--- src/rtl/rd_cap_pkg.sv ---
// ----------------------------------------------------------------------------
// rd_cap_pkg
// Shared definitions for the read-data capture block: the burst FSM state
// encoding and the default sizing constants used by rd_capture and sync_fifo.
// ----------------------------------------------------------------------------
package rd_cap_pkg;

    localparam int DEF_DW       = 8;  // data word width
    localparam int DEF_DEPTH    = 8;  // FIFO depth in words (power of two)
    localparam int DEF_AW       = 3;  // pointer width, log2(DEF_DEPTH)
    localparam int DEF_MIN_ROOM = 4;  // free entries needed to raise room
    localparam int DEF_LENW     = 8;  // burst-length counter width

    // Burst tracking FSM.
    typedef enum logic [1:0] {
        IDLE    = 2'b00,
        CAPTURE = 2'b01,
        DONE    = 2'b10
    } state_t;

endpackage : rd_cap_pkg

--- src/rtl/rd_capture_sync_fifo.sv ---
// ----------------------------------------------------------------------------
// sync_fifo
// Single-clock FIFO with an extra occupancy bit so that full (DEPTH) and
// empty (0) are distinct. The head word is read straight from the storage
// array, so it changes only when the read pointer moves.
//
// Ports:
//   clk      in   system clock
//   rst      in   synchronous active-high reset (pointers/occupancy only)
//   i_push   in   write request; accepted unless full without a same-cycle pop
//   i_pop    in   read request; accepted only when non-empty
//   i_wdata  in   DW  write data
//   o_rdata  out  DW  head word (don't-care while empty)
//   o_full   out  occupancy == DEPTH
//   o_empty  out  occupancy == 0
//   o_count  out  AW+1  occupancy 0..DEPTH
// ----------------------------------------------------------------------------
module sync_fifo
    import rd_cap_pkg::*;
#(
    parameter int DW    = DEF_DW,
    parameter int DEPTH = DEF_DEPTH,
    parameter int AW    = DEF_AW
) (
    input  logic          clk,
    input  logic          rst,
    input  logic          i_push,
    input  logic          i_pop,
    input  logic [DW-1:0] i_wdata,
    output logic [DW-1:0] o_rdata,
    output logic          o_full,
    output logic          o_empty,
    output logic [AW:0]   o_count
);

    localparam logic [AW:0]   C_DEPTH   = (AW+1)'(DEPTH);
    localparam logic [AW:0]   C_CNT_ONE = (AW+1)'(1);
    localparam logic [AW-1:0] C_PTR_ONE = AW'(1);

    logic [DW-1:0] r_mem [DEPTH];
    logic [AW-1:0] r_wr_ptr;
    logic [AW-1:0] r_rd_ptr;
    logic [AW:0]   r_count;

    logic w_wr_en;
    logic w_rd_en;

    // A pop frees the slot the push would need, so a full FIFO still takes
    // a push when it is popped in the same cycle.
    assign w_rd_en = i_pop & ~o_empty;
    assign w_wr_en = i_push & (~o_full | w_rd_en);

    // NOTE: sequential state uses non-blocking assignments so every register
    // samples the pre-edge values, independent of statement order.
    always_ff @(posedge clk) begin
        if (rst) begin
            r_wr_ptr <= '0;
            r_rd_ptr <= '0;
            r_count  <= '0;
        end else begin
            if (w_wr_en) r_wr_ptr <= r_wr_ptr + C_PTR_ONE;
            if (w_rd_en) r_rd_ptr <= r_rd_ptr + C_PTR_ONE;
            if (w_wr_en && !w_rd_en) begin
                r_count <= r_count + C_CNT_ONE;
            end else if (!w_wr_en && w_rd_en) begin
                r_count <= r_count - C_CNT_ONE;
            end
        end
    end

    // NOTE: the storage array is deliberately not reset; occupancy alone
    // defines which entries are meaningful, and an unreset array maps to RAM.
    always_ff @(posedge clk) begin
        if (w_wr_en) r_mem[r_wr_ptr] <= i_wdata;
    end

    assign o_rdata = r_mem[r_rd_ptr];
    assign o_full  = (r_count == C_DEPTH);
    assign o_empty = (r_count == '0);
    assign o_count = r_count;

endmodule : sync_fifo

--- src/rtl/rd_capture.sv ---
// ----------------------------------------------------------------------------
// rd_capture
// Captures strobed memory read data from the cliff read-control FSM into a
// FIFO, presents it on a valid/ready stream, and reports the length of each
// read burst (rd high period) with a one-cycle burst_done pulse.
//
// Ports:
//   clk         in   system clock, rising edge
//   rst         in   synchronous active-high reset
//   rd          in   read cycle active
//   rs          in   read strobe; mem_data valid when rd&rs
//   mem_data    in   DW    memory read data
//   out_data    out  DW    FIFO head word
//   out_valid   out  FIFO non-empty
//   out_ready   in   consumer accepts head word
//   room        out  free entries >= MIN_ROOM (gates upstream go)
//   burst_done  out  one-cycle pulse after a burst ends
//   burst_len   out  LENW  strobes counted in the last completed burst
//   overflow    out  sticky: a strobed word was dropped on a full FIFO
//   ovf_clr     in   clears overflow (a same-cycle drop wins)
// ----------------------------------------------------------------------------
module rd_capture
    import rd_cap_pkg::*;
#(
    parameter int DW       = DEF_DW,
    parameter int DEPTH    = DEF_DEPTH,
    parameter int AW       = DEF_AW,
    parameter int MIN_ROOM = DEF_MIN_ROOM,
    parameter int LENW     = DEF_LENW
) (
    input  logic            clk,
    input  logic            rst,
    input  logic            rd,
    input  logic            rs,
    input  logic [DW-1:0]   mem_data,
    output logic [DW-1:0]   out_data,
    output logic            out_valid,
    input  logic            out_ready,
    output logic            room,
    output logic            burst_done,
    output logic [LENW-1:0] burst_len,
    output logic            overflow,
    input  logic            ovf_clr
);

    localparam logic [AW:0]     C_DEPTH    = (AW+1)'(DEPTH);
    localparam logic [AW:0]     C_MIN_ROOM = (AW+1)'(MIN_ROOM);
    localparam logic [LENW-1:0] C_CNT_MAX  = '1;
    localparam logic [LENW-1:0] C_CNT_ONE  = LENW'(1);

    state_t          r_state;
    state_t          w_state_next;
    logic [LENW-1:0] r_count;
    logic [LENW-1:0] w_count_next;
    logic [LENW-1:0] r_burst_len;
    logic [LENW-1:0] w_len_next;
    logic            w_burst_done;
    logic            r_overflow;

    logic            w_strobe;
    logic            w_drop;
    logic            w_full;
    logic            w_empty;
    logic [AW:0]     w_occ;
    logic [DW-1:0]   w_rdata;

    // rs outside a read cycle is noise from the FSM and is ignored entirely.
    assign w_strobe = rd & rs;

    // A full FIFO always has valid head, so a pop is exactly out_ready.
    assign w_drop = w_strobe & w_full & ~out_ready;

    sync_fifo #(
        .DW    (DW),
        .DEPTH (DEPTH),
        .AW    (AW)
    ) u_fifo (
        .clk     (clk),
        .rst     (rst),
        .i_push  (w_strobe),
        .i_pop   (out_ready),
        .i_wdata (mem_data),
        .o_rdata (w_rdata),
        .o_full  (w_full),
        .o_empty (w_empty),
        .o_count (w_occ)
    );

    // NOTE: every signal driven here gets a default first, so no path through
    // the case leaves a value unassigned and no latch is inferred.
    always_comb begin
        w_state_next = r_state;
        w_count_next = r_count;
        w_len_next   = r_burst_len;
        w_burst_done = 1'b0;
        case (r_state)
            IDLE: begin
                if (rd) begin
                    w_state_next = CAPTURE;
                    w_count_next = LENW'(rs);
                end
            end
            CAPTURE: begin
                if (rd) begin
                    // Saturate rather than wrap so a long burst never
                    // reports a misleadingly small length.
                    if (rs && (r_count != C_CNT_MAX)) begin
                        w_count_next = r_count + C_CNT_ONE;
                    end
                end else begin
                    w_state_next = DONE;
                    w_len_next   = r_count;
                end
            end
            DONE: begin
                w_burst_done = 1'b1;
                if (rd) begin
                    // Back-to-back burst: the rd edge here is the first
                    // cycle of the new burst, so load exactly as from IDLE.
                    w_state_next = CAPTURE;
                    w_count_next = LENW'(rs);
                end else begin
                    w_state_next = IDLE;
                end
            end
            default: begin
                w_state_next = IDLE;
            end
        endcase
    end

    always_ff @(posedge clk) begin
        if (rst) begin
            r_state     <= IDLE;
            r_count     <= '0;
            r_burst_len <= '0;
            r_overflow  <= 1'b0;
        end else begin
            r_state     <= w_state_next;
            r_count     <= w_count_next;
            r_burst_len <= w_len_next;
            if (w_drop) begin
                r_overflow <= 1'b1;
            end else if (ovf_clr) begin
                r_overflow <= 1'b0;
            end
        end
    end

    assign out_data   = w_rdata;
    assign out_valid  = ~w_empty;
    assign room       = (C_DEPTH - w_occ) >= C_MIN_ROOM;
    assign burst_done = w_burst_done;
    assign burst_len  = r_burst_len;
    assign overflow   = r_overflow;

endmodule : rd_capture

--- config.mk ---
export PLATFORM = sky130hd
export DESIGN_NAME = rd_capture
export DESIGN_NICKNAME = d
export VERILOG_FILES = /design/src/rtl/rd_cap_pkg.sv /design/src/rtl/rd_capture_sync_fifo.sv /design/src/rtl/rd_capture.sv
export SDC_FILE = /design/constraint.sdc
export NUM_CORES = 1
export LEC_CHECK = 0
export CAP_MARGIN = 0
export CORE_UTILIZATION = 26
export CTS_CLUSTER_DIAMETER = 30
export DETAILED_ROUTE_END_ITERATION = 12
export GPL_ROUTABILITY_DRIVEN = 0
export SLEW_MARGIN = 20
export SYNTH_ARGS = -nofsm -noshare
export SYNTH_HDL_FRONTEND = slang
export SYNTH_SLANG_ARGS = --single-unit
--- constraint.sdc ---
create_clock -name clk -period 4.75 [get_ports clk]
set_clock_uncertainty 0.15 [all_clocks]
set_input_delay 0.7125 -clock clk [delete_from_list [all_inputs] [get_ports clk]]
set_output_delay 0.7125 -clock clk [all_outputs]
set_load 0.02 [all_outputs]
==> impl_metrics.env <==
export IMPL_grt_ovfl_total=0
export IMPL_holdPathEnd="burst_len[6]$_SDFFE_PP0P_"
export IMPL_synth_top_cell_area_share_pct=48.92
export IMPL_die_area_um2=15610
export IMPL_muxShareOfSynthArea_pct=14.30
export IMPL_cts_max_path_buffers=2
export IMPL_seq_power_share_pct=46.9
export IMPL_cts_setup_buffers=0
export IMPL_endpoint_kind="output port"
export IMPL_grt_start_max_net_pins=33
export IMPL_synth_flop_cell="edfxtp_1"
export IMPL_power_switching_uw=556.0
export IMPL_yosysTopAreaCell="edfxtp_1"
export IMPL_die_h_um=124.9
export IMPL_drtAntennaViolNets=0
export IMPL_drv_cap=0
export IMPL_leakage_uw=0.001548
export IMPL_dp_final_hpwl_um=4992
export IMPL_start_kind="flip-flop"
export IMPL_ir_worst_vdd_v=0.0001956
export IMPL_grt_first_pass_wirelength_um=12360
export IMPL_powerDensity_nw_per_um2=435.4
export IMPL_fin_cells=495
export IMPL_synth_seq_cells=96
export IMPL_synth_warnings=0
export IMPL_synthTopCellsByCount="edfxtp_1 (64), dfxtp_1 (32), nor2_1 (29)"
export IMPL_tns_ns=0
export IMPL_hp_start="burst_len[6]$_SDFFE_PP0P_"
export IMPL_synth_area_um2=3929
export IMPL_synth_compound_area_share_pct=5.000
export IMPL_critPathMaxFanout=16
export IMPL_async_flop_share_pct=0
export IMPL_worstMarginPinSlew_ns=0.8065
export IMPL_crit_chain="mux4_2 -> mux2_2 -> clkdlybuf4s50_1"
export IMPL_crit_path_top_delay_cell="dfxtp_1"
export IMPL_synth_distinct_cells=47
export IMPL_cts_tree="built"
export IMPL_netSwitchingFraction_pct=26.86
export IMPL_path_clk_slew_ns=0.06
export IMPL_drcViolationCount=9
export IMPL_postSynthCellCount=266
export IMPL_wirelength_um=7596
export IMPL_vias=2303
export IMPL_grt_pass1_vias=2283
export IMPL_cts_resized=0
export IMPL_hold_depth=2
export IMPL_period_needed_ns=3.316
export IMPL_cpPeakStageDelay_ns=0.83
export IMPL_synthSimpleGateAreaFrac_pct=9.427
export IMPL_syn_nets=287
export IMPL_rrSetupSlack_ns=1.69
export IMPL_h_tree_depth=3
export IMPL_drtIter0Drc=190
export IMPL_fill_cells=1442
export IMPL_rsz0062_at_grt="false"
export IMPL_synth_edf_count=64
export IMPL_drt_pre_antenna_iters=8
export IMPL_required_ns=3.89
export IMPL_viasPerCell=4.653
export IMPL_yosys_area_share_adder_pct=2.420
export IMPL_start_util_pct=26.83
export IMPL_antenna_cells=0
export IMPL_cts_buffers=9
export IMPL_die_width_um=124.9
export IMPL_outcome="finished with violations"
export IMPL_min_path_type="flip-flop to flip-flop"
export IMPL_crit_family="flip-flops"
export IMPL_clk_latency_ns=0.34
export IMPL_clock_sinks=96
export IMPL_area_growth_pct=21.02
export IMPL_hold_buffers=0
export IMPL_max_freq_mhz=301.6
export IMPL_fin_crit_sh_pct=69.81
export IMPL_max_slew_margin_pct=46.04
export IMPL_synthTopCellsByArea="edfxtp_1 (49%), dfxtp_1 (16%), mux4_2 (9.2%)"
export IMPL_setup_viol=0
export IMPL_pwr_share_clk_pct=31.2
export IMPL_worst_path_buf_inv=1
export IMPL_finalNetCount=327
export IMPL_rr_worst_depth=11
export IMPL_worstSetupPathType="flip-flop to output port"
export IMPL_synthXorXnorAreaFrac_pct=1.338
export IMPL_ys_seq_area_share_pct=65.22
export IMPL_avgSynthCellArea_um2=14.77
export IMPL_dp_cells=479
export IMPL_synth_top_family_by_area="multiplexers"
export IMPL_cts_root_buffer="clkbuf_16"
export IMPL_io_buffers=33
export IMPL_final_hold_viol_count=0
export IMPL_ios=34
export IMPL_crit_arrival_ns=2.45
export IMPL_pwr_share_comb_pct=21.9
export IMPL_antenna_found_initial=0
export IMPL_synth_most_common_cell="edfxtp_1"
export IMPL_violations="DRC"
export IMPL_drive_above_1_share_pct=16.72
export IMPL_core_rowCount=44
export IMPL_internal_power_uw=1514
export IMPL_routedWlPerCell_um=15.35
export IMPL_r2r_start="u_fifo.o_count[0]$_SDFFE_PP0P_"
export IMPL_core_um2=14640
export IMPL_grt_total_usage_pct=10.54
export IMPL_reg2reg_to="u_fifo.o_count[3]$_SDFFE_PP0P_"
export IMPL_drv_slew=0
-- power by group through the flow --
stage / Combinational [µW] / Sequential [µW] / Clock (µW)
floorplan: 327 / 970 / 0
global placement: 453 / 989 / 0
detailed placement: 461 / 991 / 0
CTS: 463 / 972 / 668
global route: 500 / 978 / 698
finish: 453 / 971 / 646
-- stage by stage --
step                hold WS [ns]  area (µm²)  util (%)  setup WS, ns  total power [µW]
detailed placement        0.3290        4489     30.66         1.170              1452
floorplan                 0.3003        3929         -         1.970              1297
CTS                       0.3512        4755     32.47         1.401              2103
global route              0.3766        4755     32.47         1.301              2176
global placement          0.3305        4489     30.66         1.251              1441
finish                    0.3450        4755     32.47         1.434              2070
-- worst max-delay path by stage --
stage	start	cells past startpoint	endpoint
after floorplan	out_ready	10	u_fifo.o_count[3]$_SDFFE_PP0P_
after global routing	rd	10	u_fifo.o_count[3]$_SDFFE_PP0P_
final	flip-flop	3	out_data[5]
after global placement	out_ready	11	u_fifo.o_count[3]$_SDFFE_PP0P_
after detailed placement	out_ready	11	u_fifo.o_count[3]$_SDFFE_PP0P_
after CTS	flip-flop	3	out_data[6]
-- cells in the final DEF (no fill, tap or decap), types with 6 or more instances in the layout --
master           count
nand3_1              8
buf_4                8
ha_1                 6
mux4_2              16
mux2i_1             10
nor2_1              29
clkdlybuf4s50_1     33
dfxtp_1             32
a21oi_1             10
edfxtp_1            64
nor3_1               8
clkbuf_16            9
mux2_2               9
inv_1                7
nand2_1              9
-- tightest hold or removal path, stage by stage, from the launching register on --
cell and delay (ns):
dfxtp_1 0.33, mux2i_1 0.06, nor2_1 0.07
-- logic make-up after synthesis --
group,after synthesis
AO/OA/AOI/OAI,29
XOR/XNOR,6
adder cells (fa/ha/maj),7
buffers and inverters,20
flip-flops,96
multiplexers,35
AND/OR/NAND/NOR,73
-- registers in the layout (all words and copies together), names as in the netlist, named ones only --
signal,flops
r_state,2
u_fifo.o_count,4
u_fifo.r_wr_ptr,3
r_count,8
burst_len,8
overflow,1
u_fifo.r_mem,64
u_fifo.r_rd_ptr,3
-- per-layer routing --
metal | part of all wire (%) | GRT usage [%]
met3 | 4.9 | 4.381
met1 | 45 | 13.09
met4 | 0.71 | 3.587
met2 | 49 | 16.56
met5 | 0 | 0
-- final cells by class --
type	count	area [µm²]	share of cell area [%]
clock buffer	10	229.0	4.816
clock inverter	6	36.28	0.7632
inverter	8	30.03	0.6316
multi-input combinational	150	1276	26.84
sequential	96	2562	53.89
tap	184	230.2	4.842
timing repair buffer	41	390.4	8.211
Note: power is estimated with default switching activity, not from simulation.
